<file path="src/rtl/instruction_ram_boot_loader_if.sv">
// Byte-stream handshake into the instruction RAM boot loader.
// The master drives byte_in/byte_valid; the loader answers with byte_ready.
interface instruction_ram_boot_loader_if;
  logic [7:0] byte_in;
  logic       byte_valid;
  logic       byte_ready;

  modport master (
    output byte_in,
    output byte_valid,
    input  byte_ready
  );

  modport slave (
    input  byte_in,
    input  byte_valid,
    output byte_ready
  );
endinterface

</file>
<file path="src/rtl/instruction_ram_boot_loader.sv">
// Boot loader: assembles big-endian words from a byte stream into the
// instruction RAM, then hands the RAM address port to CPU fetch.
module instruction_ram_boot_loader #(
  parameter int ADDR_WIDTH = 10,
  parameter int DATA_WIDTH = 32
) (
  input  logic                  clock,
  input  logic                  reset,
  input  logic                  start,
  input  logic [ADDR_WIDTH:0]   word_count,
  instruction_ram_boot_loader_if.slave stream,
  input  logic [ADDR_WIDTH-1:0] cpu_address,
  output logic [ADDR_WIDTH-1:0] ram_address,
  output logic [DATA_WIDTH-1:0] ram_write_data,
  output logic                  ram_write_enable,
  output logic                  cpu_stall,
  output logic                  load_done
);

  typedef enum logic [1:0] {
    IDLE,
    ASSEMBLE,
    WRITE,
    DONE
  } state_t;

  state_t                state;
  logic [ADDR_WIDTH-1:0] write_ptr;
  logic [ADDR_WIDTH:0]   count;
  logic [1:0]            byte_cnt;
  logic                  ready_q;
  logic                  last_word;

  assign stream.byte_ready = ready_q;
  assign last_word = {1'b0, write_ptr} == count - (ADDR_WIDTH+1)'(1);
  assign ram_address = (state == DONE) ? cpu_address : write_ptr;

  always_ff @(posedge clock) begin
    if (reset) begin
      state            <= IDLE;
      write_ptr        <= '0;
      count            <= '0;
      byte_cnt         <= '0;
      ram_write_data   <= '0;
      ready_q          <= 1'b0;
      ram_write_enable <= 1'b0;
      cpu_stall        <= 1'b1;
      load_done        <= 1'b0;
    end else begin
      ram_write_enable <= 1'b0;
      unique case (state)
        IDLE, DONE: begin
          if (start) begin
            count     <= word_count;
            write_ptr <= '0;
            byte_cnt  <= '0;
            if (word_count == '0) begin
              state     <= DONE;
              cpu_stall <= 1'b0;
              load_done <= 1'b1;
            end else begin
              state     <= ASSEMBLE;
              ready_q   <= 1'b1;
              cpu_stall <= 1'b1;
              load_done <= 1'b0;
            end
          end
        end
        ASSEMBLE: begin
          if (stream.byte_valid && ready_q) begin
            // Shifting in from the bottom leaves the first byte in the MSBs.
            ram_write_data <= {ram_write_data[DATA_WIDTH-9:0],
                               stream.byte_in};
            byte_cnt <= byte_cnt + 2'd1;
            if (byte_cnt == 2'd3) begin
              byte_cnt         <= '0;
              state            <= WRITE;
              ready_q          <= 1'b0;
              ram_write_enable <= 1'b1;
            end
          end
        end
        WRITE: begin
          if (last_word) begin
            state     <= DONE;
            cpu_stall <= 1'b0;
            load_done <= 1'b1;
          end else begin
            write_ptr <= write_ptr + ADDR_WIDTH'(1);
            state     <= ASSEMBLE;
            ready_q   <= 1'b1;
          end
        end
        default: state <= IDLE;
      endcase
    end
  end

endmodule

</file>
<file path="src/flat_wrapper.sv">
// flat-port wrapper written by rule: the top's interface ports become plain ports
module instruction_ram_boot_loader_flat 
#(
  parameter int ADDR_WIDTH = 10,
  parameter int DATA_WIDTH = 32
)
  (clock, reset, start, word_count, cpu_address, ram_address, ram_write_data, ram_write_enable, cpu_stall, load_done, stream_byte_in, stream_byte_valid, stream_byte_ready);
  instruction_ram_boot_loader_if stream_i ();
  input  logic clock;
  input  logic reset;
  input  logic start;
  input  logic [ADDR_WIDTH:0] word_count;
  input  logic [ADDR_WIDTH-1:0] cpu_address;
  output logic [ADDR_WIDTH-1:0] ram_address;
  output logic [DATA_WIDTH-1:0] ram_write_data;
  output logic ram_write_enable;
  output logic cpu_stall;
  output logic load_done;
  input wire logic [$bits(stream_i.byte_in)-1:0] stream_byte_in;
  input wire logic [$bits(stream_i.byte_valid)-1:0] stream_byte_valid;
  output wire logic [$bits(stream_i.byte_ready)-1:0] stream_byte_ready;
  assign stream_i.byte_in = stream_byte_in;
  assign stream_i.byte_valid = stream_byte_valid;
  assign stream_byte_ready = stream_i.byte_ready;
  instruction_ram_boot_loader #(.ADDR_WIDTH(ADDR_WIDTH), .DATA_WIDTH(DATA_WIDTH)) u_core (.clock(clock), .reset(reset), .start(start), .word_count(word_count), .stream(stream_i), .cpu_address(cpu_address), .ram_address(ram_address), .ram_write_data(ram_write_data), .ram_write_enable(ram_write_enable), .cpu_stall(cpu_stall), .load_done(load_done));
endmodule
</file>
<file path="config.mk">
export PLATFORM = sky130hd
export DESIGN_NAME = instruction_ram_boot_loader_flat
export DESIGN_NICKNAME = d
export VERILOG_FILES = /design/src/rtl/instruction_ram_boot_loader_if.sv /design/src/rtl/instruction_ram_boot_loader.sv /design/src/flat_wrapper.sv
export SDC_FILE = /design/constraint.sdc
export NUM_CORES = 1
export LEC_CHECK = 0
export BUFFER_PORTS_ARGS = -buffer_cell sky130_fd_sc_hd__buf_2
export CELL_PAD_IN_SITES_DETAIL_PLACEMENT = 0
export CELL_PAD_IN_SITES_GLOBAL_PLACEMENT = 1
export CORE_MARGIN = 8
export CORE_UTILIZATION = 35
export CTS_CLUSTER_DIAMETER = 150
export DETAILED_ROUTE_END_ITERATION = 7
export PLACE_DENSITY_LB_ADDON = 0.1
export SLEW_MARGIN = 0
export SYNTH_ARGS = -nofsm -noshare
export SYNTH_HDL_FRONTEND = slang
export SYNTH_SLANG_ARGS = --single-unit
</file>
<file path="constraint.sdc">
create_clock -name clock -period 2.3 [get_ports clock]
set_input_delay 0.115 -clock clock [delete_from_list [all_inputs] [get_ports clock]]
set_output_delay 0.115 -clock clock [all_outputs]
set_load 0.01 [all_outputs]
</file>
==> impl_metrics.env, run 1 <==
export IMPL_status="finished, final reports clean"
export IMPL_critPathMaxStageDelay_ns=0.41
export IMPL_syn_to_final_growth_pct=31.9
export IMPL_critPathLaunch="u_core.count[1]$_SDFFE_PP0P_"
export IMPL_yosys_area_share_simple_pct=25.3
export IMPL_port_buffers=78
export IMPL_synth_cell_types=55
export IMPL_final_cell_mix="nand2_1, buf_2, dfxtp_1"
export IMPL_diodes=0
export IMPL_hold_viol_final=0
export IMPL_cp_end_kind="flop"
export IMPL_die_area_sq_um=12300
export IMPL_synth_top_area_share_pct=38.8
export IMPL_drtIter0Drc=153
export IMPL_holdWs_ns=0.0193
export IMPL_dr_pass1_iters=5
export IMPL_clock_path_buffers=2
export IMPL_clockRootBuffer="clkbuf_8"
export IMPL_drv_cap=0
export IMPL_first_global_vias=3114
export IMPL_required_ns=2.51
export IMPL_layout_drive_gt1_share_pct=32.3
export IMPL_synthAdderAreaFrac_pct=2.78
export IMPL_synth_seq_cells=61
export IMPL_place_ws_ns=-0.0744
export IMPL_slew_viol_final=0
export IMPL_critPathKind="reg2reg"
export IMPL_clk_pin_slew_ns=0.07
export IMPL_clkSinkCount=61
export IMPL_synth_top_family_by_area="simple AND/OR/NAND/NOR gates"
export IMPL_gp_congestion=0.859
export IMPL_synth_compound_area_share_pct=21.8
export IMPL_ys_warn_count=0
export IMPL_drc=0
export IMPL_postPlaceCellArea_sq_um=3820
export IMPL_via_per_inst=5.18
export IMPL_synth_xor_area_share_pct=3.06
export IMPL_wl_per_cell_um=15.8
export IMPL_power_mw=3.57
export IMPL_power_density_nw_per_um2=860
export IMPL_ys_flop_type="dfxtp_1"
export IMPL_arrival_ns=2.47
export IMPL_period_minus_slack_ns=2.26
export IMPL_grt_usage_pct=15.6
export IMPL_r2r_start="u_core.count[1]$_SDFFE_PP0P_"
export IMPL_synth_largest_area_cell="dfxtp_1"
export IMPL_syn_nets=437
export IMPL_synth_async_reset_ratio_pct=0
export IMPL_ys_top_cells_by_area="dfxtp_1, nand2_1, a21oi_1"
export IMPL_row_count=34
export IMPL_leakagePower_nw=1.72
export IMPL_ys_seq_area_share_pct=38.8
export IMPL_synth_edf_count=0
export IMPL_crit_slowest_cell="or3b_4"
export IMPL_setup_viol=0
export IMPL_die_x_um=111
export IMPL_synthCells=397
export IMPL_hold_start="stream_byte_in[5]"
export IMPL_max_freq_mhz=443
export IMPL_rsz0062_at_grt="true"
export IMPL_tritoncts="yes"
export IMPL_ios=79
export IMPL_design_area_sq_um=4150
export IMPL_synth_area_sq_um=3150
export IMPL_ant_nets=0
export IMPL_final_common_cell="nand2_1"
export IMPL_grt_max_degree=39
export IMPL_insertion_delay_ns=0.34
export IMPL_core_sq_um=8720
export IMPL_overflow=0
export IMPL_final_nets=537
export IMPL_cts_buffers=9
export IMPL_startpoint_type="flop"
export IMPL_worstPathMaxFanout=8
export IMPL_fin_ws_ns=0.0412
export IMPL_start_util_pct=36.1
export IMPL_grt_pass1_wl_mm=16.2
export IMPL_hp_class="in2reg"
export IMPL_max_slew_worst_pin_slew_ns=0.612
export IMPL_antenna_found_initial=0
export IMPL_path_cells="inv_2 > ha_4 > or3b_4 > nor3b_2 > o31ai_2 > a221o_1 > o2111ai_4 > o311ai_2"
export IMPL_die_y_um=111
export IMPL_num_vias=3155
export IMPL_muxShareOfSynthArea_pct=3.90
export IMPL_nFillCells=899
export IMPL_syn_avg_cell_area_sq_um=7.93
export IMPL_final_setup_skew_ns=0.0105
export IMPL_slew_limit_headroom_pct=59.2
export IMPL_dpl_hpwl_mm=6.98
export IMPL_final_util_pct=47.6
export IMPL_routed_wl_mm=9.61
export IMPL_vdd_drop_max_mv=0.421
export IMPL_rrSetupSlack_ns=0.04
export IMPL_min_period_over_period_pct=98.2
export IMPL_htreeDepth=3
[synth_stat cells, types with 2 or more instances]
| master | count |
|---|---|
| nand2b_1 | 4 |
| inv_1 | 10 |
| o2111ai_1 | 4 |
| nor3b_1 | 6 |
| nor3_1 | 5 |
| o211ai_1 | 2 |
| nand3_1 | 10 |
| ha_1 | 7 |
| and2_1 | 2 |
| mux2_2 | 9 |
| nand4_1 | 5 |
| buf_1 | 2 |
| o21ai_0 | 5 |
| or3_1 | 4 |
| and3_1 | 7 |
| clkbuf_1 | 22 |
| xnor2_1 | 7 |
| a41oi_1 | 7 |
| dfxtp_1 | 61 |
| a21oi_1 | 56 |
| nor4_1 | 7 |
| nand2_1 | 98 |
| xor2_1 | 4 |
| o31ai_1 | 3 |
| nor2_1 | 11 |
| a31oi_1 | 5 |
| a211oi_1 | 3 |
| o21ai_1 | 3 |
| nor2b_1 | 2 |
[layout make-up]
cell class                      count  area [sq um]  share of cell area (%)
Inverter                           10          37.5                   0.904
Tap cell                          108           135                    3.25
Clock inverter                      4          47.5                    1.14
Timing Repair Buffer              115           688                    16.6
Clock buffer                       11           151                    3.65
Multi-Input combinational cell    300          1870                    45.0
Sequential cell                    61          1220                    29.5
[metal layers]
| metal | share of wire (%) | track usage, % |
|---|---|---|
| met5 | 0 | 0 |
| met4 | 0.40 | 4.05 |
| met3 | 5.5 | 3.63 |
| met2 | 44 | 23.3 |
| met1 | 50 | 21.8 |
[power breakdown]
| group | internal [mW] | leakage [nW] | switching [mW] |
|---|---|---|---|
| Combinational | 0.590 | 1.13 | 0.791 |
| Clock | 0.550 | 0.101 | 0.416 |
| Sequential | 1.13 | 0.495 | 0.0941 |
[timing repair]
item / 4_1_cts / 5_1_grt
resized for setup: 5 / 13
endpoints found under the setup margin: 9 / 13
buffers inserted: 1 / 3
hold buffers: 3 / 0
hold endpoints to repair: 3 / 0
pin swaps: 3 / 9
[through the flow]
stage | std cells | setup TNS (ns)
6_report | 609 | 0
5_1_grt | 609 | -0.454
4_1_cts | 606 | 0
3_5_place_dp | 587 | -0.343
3_3_place_gp | 587 | -0.0351
2_1_floorplan | 397 | 0
[state kept, by name, indices dropped and copies added (netlist names)]
register / cells
u_core.cpu_stall: 1
u_core.write_ptr: 10
u_core.stream.byte_ready: 1
u_core.count: 11
u_core.load_done: 1
u_core.state: 2
u_core.ram_write_data: 32
u_core.ram_write_enable: 1
u_core.byte_cnt: 2
[worst max-delay path: cells and delay by family, from the launching register on]
| family | cells | cell delay, ns |
|---|---|---|
| and+or+nand+nor | 2 | 0.61 |
| buffers and inverters | 1 | 0.06 |
| AOI/OAI and AO/OA | 4 | 1.00 |
| adders and majority gates | 1 | 0.14 |
| DFF | 1 | 0.32 |
[cell families after synthesis]
group                      Yosys count
muxes                               11
xor gates and xnor gates            11
adders and majority gates            7
AOI/OAI and AO/OA                  103
buffers and inverters               36
DFF                                 61
and+or+nand+nor                    168
[final timing paths]
kind,endpoint,cells past startpoint
setup / recovery,u_core.write_ptr[7]$_SDFFE_PP0P_,8
hold / removal,u_core.ram_write_data[5]$_SDFFE_PP0P_,3
setup reg to reg,u_core.write_ptr[7]$_SDFFE_PP0P_,8
hold reg to reg,u_core.ram_write_data[27]$_SDFFE_PP0P_,2
Note: power is estimated with default switching activity, not from simulation.
==> run 2: changes to the inputs <==
--- a/config.mk
+++ b/config.mk
@@ -12,7 +12,8 @@
 export CORE_UTILIZATION = 35
 export CTS_CLUSTER_DIAMETER = 150
 export DETAILED_ROUTE_END_ITERATION = 7
-export PLACE_DENSITY_LB_ADDON = 0.1
+export MAX_ROUTING_LAYER = met4
+export PLACE_DENSITY_LB_ADDON = 0.3
 export SLEW_MARGIN = 0
 export SYNTH_ARGS = -nofsm -noshare
 export SYNTH_HDL_FRONTEND = slang
==> impl_metrics.env, run 2 (same netlist as run 1, synthesis figures left out) <==
export IMPL_die_y_um=111
export IMPL_row_count=34
export IMPL_clkSinkCount=61
export IMPL_fin_ws_ns=0.0186
export IMPL_grt_pass1_wl_mm=15.5
export IMPL_final_util_pct=48.4
export IMPL_final_common_cell="nand2_1"
export IMPL_gp_congestion=0.839
export IMPL_reg2reg_depth=8
export IMPL_ios=79
export IMPL_first_global_vias=3153
export IMPL_start_util_pct=36.1
export IMPL_leakagePower_nw=1.73
export IMPL_largest_reg_flops=32
export IMPL_dr_pass1_iters=7
export IMPL_worstPathMaxFanout=8
export IMPL_tns_ns=0
export IMPL_power_density_nw_per_um2=856
export IMPL_clock_path_buffers=2
export IMPL_crit_cells=8
export IMPL_drtIter0Drc=174
export IMPL_critPathKind="reg2reg"
export IMPL_rrSetupSlack_ns=0.02
export IMPL_clockRootBuffer="clkbuf_8"
export IMPL_required_ns=2.53
export IMPL_fin_cells=614
export IMPL_critPathMaxStageDelay_ns=0.43
export IMPL_dp_cells=585
export IMPL_startpoint_type="flop"
export IMPL_design_area_sq_um=4220
export IMPL_cts_buffers=9
export IMPL_tritoncts="yes"
export IMPL_htreeDepth=3
export IMPL_crit_end="u_core.write_ptr[3]$_SDFFE_PP0P_"
export IMPL_dpl_hpwl_mm=6.73
export IMPL_largest_register="u_core.ram_write_data"
export IMPL_clk_pin_slew_ns=0.08
export IMPL_arrival_ns=2.51
export IMPL_final_nets=541
export IMPL_routed_wl_mm=9.36
export IMPL_hold_viol_final=0
export IMPL_wl_per_cell_um=15.2
export IMPL_r2r_end="u_core.write_ptr[3]$_SDFFE_PP0P_"
export IMPL_r2r_start="u_core.count[1]$_SDFFE_PP0P_"
export IMPL_hp_class="in2reg"
export IMPL_postPlaceCellArea_sq_um=3790
export IMPL_nFillCells=877
export IMPL_final_setup_skew_ns=0.0115
export IMPL_antenna_found_initial=0
export IMPL_syn_to_final_growth_pct=34.0
export IMPL_crit_slowest_cell="a221o_1"
export IMPL_power_mw=3.61
export IMPL_top_regs="u_core.ram_write_data (32), u_core.count (11), u_core.write_ptr (10)"
export IMPL_core_sq_um=8720
export IMPL_overflow=0
export IMPL_period_minus_slack_ns=2.28
export IMPL_slew_viol_final=0
export IMPL_path_cells="inv_2 > ha_4 > or3b_4 > nor3b_2 > o31ai_2 > a221o_1 > o2111ai_4 > o31ai_1"
export IMPL_cp_end_kind="flop"
export IMPL_max_freq_mhz=438
export IMPL_place_ws_ns=-0.0533
export IMPL_holdWs_ns=0.0161
export IMPL_num_vias=3193
export IMPL_layout_drive_gt1_share_pct=31.6
export IMPL_diodes=0
export IMPL_grt_usage_pct=15.4
export IMPL_status="finished, final reports clean"
export IMPL_drc=0
export IMPL_critPathLaunch="u_core.count[1]$_SDFFE_PP0P_"
export IMPL_port_buffers=78
export IMPL_slew_limit_headroom_pct=62.2
export IMPL_cp_num_buf_inv=1
export IMPL_die_x_um=111
export IMPL_cp_top_family="compound AO/OA/AOI/OAI gates"
export IMPL_grt_max_degree=47
export IMPL_final_cell_mix="nand2_1, buf_2, dfxtp_1"
export IMPL_setup_viol=0
export IMPL_max_slew_worst_pin_slew_ns=0.567
export IMPL_drv_cap=0
export IMPL_ant_nets=0
export IMPL_rsz0062_at_grt="true"
export IMPL_die_area_sq_um=12300
export IMPL_insertion_delay_ns=0.35
export IMPL_vdd_drop_max_mv=0.396
export IMPL_min_period_over_period_pct=99.2
export IMPL_via_per_inst=5.20
run 2: how the worst min path moves through the flow:
stage / from / endpoint / slack (ns) / cells after the start
floorplan: word_count[10] / u_core.count[10]$_SDFFE_PP0P_ / 0.25 / 2
global placement: stream_byte_in[2] / u_core.ram_write_data[2]$_SDFFE_PP0P_ / 0.36 / 3
detailed placement: stream_byte_in[2] / u_core.ram_write_data[2]$_SDFFE_PP0P_ / 0.36 / 3
CTS: word_count[10] / u_core.count[10]$_SDFFE_PP0P_ / 0.0002 / 3
global route: word_count[4] / u_core.count[4]$_SDFFE_PP0P_ / 0.02 / 3
finish: word_count[10] / u_core.count[10]$_SDFFE_PP0P_ / 0.02 / 3
run 2: where the power goes:
| part | leakage, nW | internal [mW] | switching (mW) |
|---|---|---|---|
| Clock | 0.0973 | 0.515 | 0.481 |
| Sequential | 0.494 | 1.13 | 0.0962 |
| Combinational | 1.14 | 0.587 | 0.803 |
| Total | 1.73 | 2.23 | 1.38 |
run 2: worst min-delay path: stages:
cell and delay [ns]:
buf_2 0.10, nand2_1 0.05, a21oi_1 0.05
run 2: final cells by class:
| class | instances | area [sq um] | area share (%) |
|---|---|---|---|
| Clock inverter | 7 | 80.1 | 1.90 |
| Tap cell | 108 | 135 | 3.20 |
| Inverter | 10 | 37.5 | 0.890 |
| Sequential cell | 61 | 1220 | 29.0 |
| Timing Repair Buffer | 119 | 723 | 17.1 |
| Clock buffer | 9 | 124 | 2.94 |
| Multi-Input combinational cell | 300 | 1900 | 44.9 |
run 2: routing by layer:
metal  share of wire [%]  GRT usage [%]  wire length [um]
met1                  47           19.3              4380
met2                  46           23.1              4280
met3                 6.4           4.87               601
met4                 1.0           4.14                97
met5                   0              -                 0
run 2: what timing repair did:
item | CTS | global route
setup endpoints to repair | 9 | 13
pin swaps | 6 | 13
resized for setup | 10 | 10
endpoints found under the hold margin | 10 | 0
hold buffers | 10 | 0
buffers inserted | 1 | 2
==> run 3: changes to the inputs <==
--- a/config.mk
+++ b/config.mk
@@ -14,6 +14,7 @@
 export DETAILED_ROUTE_END_ITERATION = 7
 export MAX_ROUTING_LAYER = met4
 export PLACE_DENSITY_LB_ADDON = 0.3
+export RECOVER_POWER = 25
 export SLEW_MARGIN = 0
 export SYNTH_ARGS = -nofsm -noshare
 export SYNTH_HDL_FRONTEND = slang
==> impl_metrics.env, run 3 (same netlist as run 1, synthesis figures left out) <==
export IMPL_ant_nets=0
export IMPL_core_sq_um=8720
export IMPL_insertion_delay_ns=0.35
export IMPL_combPwrFrac_pct=38.6
export IMPL_overflow=0
export IMPL_largest_register="u_core.ram_write_data"
export IMPL_status="finished, final reports clean"
export IMPL_grt_max_degree=47
export IMPL_drv_cap=0
export IMPL_min_period_over_period_pct=99.5
export IMPL_dp_cells=585
export IMPL_drtIter0Drc=203
export IMPL_power_density_nw_per_um2=863
export IMPL_leakagePower_nw=1.64
export IMPL_grt_usage_pct=15.4
export IMPL_via_per_inst=5.17
export IMPL_clock_path_buffers=2
export IMPL_path_cells="inv_2 > ha_4 > or3b_4 > mux2i_2 > o31ai_2 > a221o_1 > o2111ai_4 > o311ai_1"
export IMPL_vdd_drop_max_mv=0.396
export IMPL_critPathLaunch="u_core.count[1]$_SDFFE_PP0P_"
export IMPL_hp_class="in2reg"
export IMPL_clkPwrFrac_pct=27.6
export IMPL_drc=0
export IMPL_crit_slowest_cell="or3b_4"
export IMPL_final_util_pct=48.0
export IMPL_largest_reg_flops=32
export IMPL_final_common_cell="nand2_1"
export IMPL_critPathMaxStageDelay_ns=0.41
export IMPL_rrSetupSlack_ns=0.01
export IMPL_startpoint_type="flop"
export IMPL_holdWs_ns=0.0166
export IMPL_nFillCells=892
export IMPL_cp_num_buf_inv=1
export IMPL_crit_cells=8
export IMPL_grt_pass1_wl_mm=15.5
export IMPL_port_buffers=78
export IMPL_p_seq_share_pct=33.9
export IMPL_wl_per_cell_um=15.4
export IMPL_place_ws_ns=-0.0533
export IMPL_row_count=34
export IMPL_max_freq_mhz=437
export IMPL_dpl_hpwl_mm=6.73
export IMPL_max_slew_worst_pin_slew_ns=0.569
export IMPL_dr_pass1_iters=4
export IMPL_period_minus_slack_ns=2.29
export IMPL_top_regs="u_core.ram_write_data (32), u_core.count (11), u_core.write_ptr (10)"
export IMPL_reg2reg_depth=8
export IMPL_switchingPower_mw=1.39
export IMPL_r2r_end="u_core.write_ptr[5]$_SDFFE_PP0P_"
export IMPL_swShare_pct=38.4
export IMPL_cp_top_family="compound AO/OA/AOI/OAI gates"
export IMPL_clkSinkCount=61
export IMPL_ios=79
export IMPL_tritoncts="yes"
export IMPL_die_x_um=111
export IMPL_critPathKind="reg2reg"
export IMPL_clk_pin_slew_ns=0.08
export IMPL_rsz0062_at_grt="true"
export IMPL_r2r_start="u_core.count[1]$_SDFFE_PP0P_"
export IMPL_slew_limit_headroom_pct=62.0
export IMPL_layout_drive_gt1_share_pct=27.1
export IMPL_final_cell_mix="nand2_1, dfxtp_1, buf_2"
export IMPL_final_nets=541
export IMPL_die_area_sq_um=12300
export IMPL_clockRootBuffer="clkbuf_8"
export IMPL_antenna_found_initial=0
export IMPL_crit_end="u_core.write_ptr[5]$_SDFFE_PP0P_"
export IMPL_diodes=0
export IMPL_slew_viol_final=0
export IMPL_num_vias=3177
export IMPL_start_util_pct=36.1
export IMPL_die_y_um=111
export IMPL_required_ns=2.55
export IMPL_cp_end_kind="flop"
export IMPL_worstPathMaxFanout=8
export IMPL_setup_viol=0
export IMPL_routed_wl_mm=9.44
export IMPL_cts_buffers=9
export IMPL_first_global_vias=3153
export IMPL_fin_ws_ns=0.0113
export IMPL_htreeDepth=3
export IMPL_final_setup_skew_ns=0.0123
export IMPL_hold_viol_final=0
export IMPL_internal_power_mw=2.23
export IMPL_design_area_sq_um=4190
export IMPL_gp_congestion=0.839
export IMPL_arrival_ns=2.54
export IMPL_fin_cells=614
export IMPL_syn_to_final_growth_pct=33.1
export IMPL_postPlaceCellArea_sq_um=3790
## run 3: cell count changes in the layout (fill, tap and decap cells not counted), sizes merged
| cell | change |
|---|---|
| clkbuf | +23 |
| buf | -23 |
## run 3: per-layer routing
| layer | track usage [%] | share of wire (%) | vias to the layer above |
|---|---|---|---|
| met1 | 19.3 | 48 | 1469 |
| met3 | 4.87 | 5.7 | 8 |
| li1 | - | - | 1620 |
| met4 | 4.14 | 1.0 | 0 |
| met2 | 23.1 | 45 | 80 |
| met5 | - | 0 | - |
## run 3: area by class of cell
class	instances	area (sq um)	share of cell area [%]
multi-input cells	300	1900	45.3
flip-flops and latches	61	1220	29.2
repair buffers	119	694	16.6
well taps	108	135	3.23
clock buffers	9	124	2.96
clock inverters	7	80.1	1.91
inverters	10	37.5	0.896
## run 3: stage by stage
step	setup TNS [ns]	power, mW
after CTS	0	3.59
after global routing	-0.734	3.84
after global placement	-0.00487	2.49
after floorplan	0	2.07
final	0	3.62
after detailed placement	-0.207	2.51
## run 3: power by group through the flow
| stage | clock [mW] | sequential, mW | combinational [mW] |
|---|---|---|---|
| 6_report | 0.997 | 1.23 | 1.39 |
| 5_1_grt | 1.07 | 1.24 | 1.53 |
| 4_1_cts | 1.03 | 1.22 | 1.34 |
| 3_5_place_dp | 0 | 1.24 | 1.27 |
| 3_3_place_gp | 0 | 1.24 | 1.25 |
| 2_1_floorplan | 0 | 1.22 | 0.849 |
## run 3: worst min-delay path by stage
stage	startpoint	endpoint	slack, ns	cells after the start
final	word_count[10]	u_core.count[10]$_SDFFE_PP0P_	0.02	3
after global routing	word_count[4]	u_core.count[4]$_SDFFE_PP0P_	0.02	3
after CTS	word_count[10]	u_core.count[10]$_SDFFE_PP0P_	0.0002	3
after detailed placement	stream_byte_in[2]	u_core.ram_write_data[2]$_SDFFE_PP0P_	0.36	3
after global placement	stream_byte_in[2]	u_core.ram_write_data[2]$_SDFFE_PP0P_	0.36	3
after floorplan	word_count[10]	u_core.count[10]$_SDFFE_PP0P_	0.25	2
## run 3: repair_timing
| item | 4_1_cts | 5_1_grt |
|---|---|---|
| endpoints found under the setup margin | 9 | 13 |
| buffers inserted | 1 | 2 |
| pin swaps | 6 | 13 |
| hold buffers | 10 | 0 |
| resized for setup | 10 | 10 |
| hold endpoints to repair | 10 | 0 |
## run 3: worst min-delay path: cells and delay by family
family | cells | cell delay, ns
and+or+nand+nor | 1 | 0.05
buffers and inverters | 1 | 0.10
AOI/OAI and AO/OA | 1 | 0.05
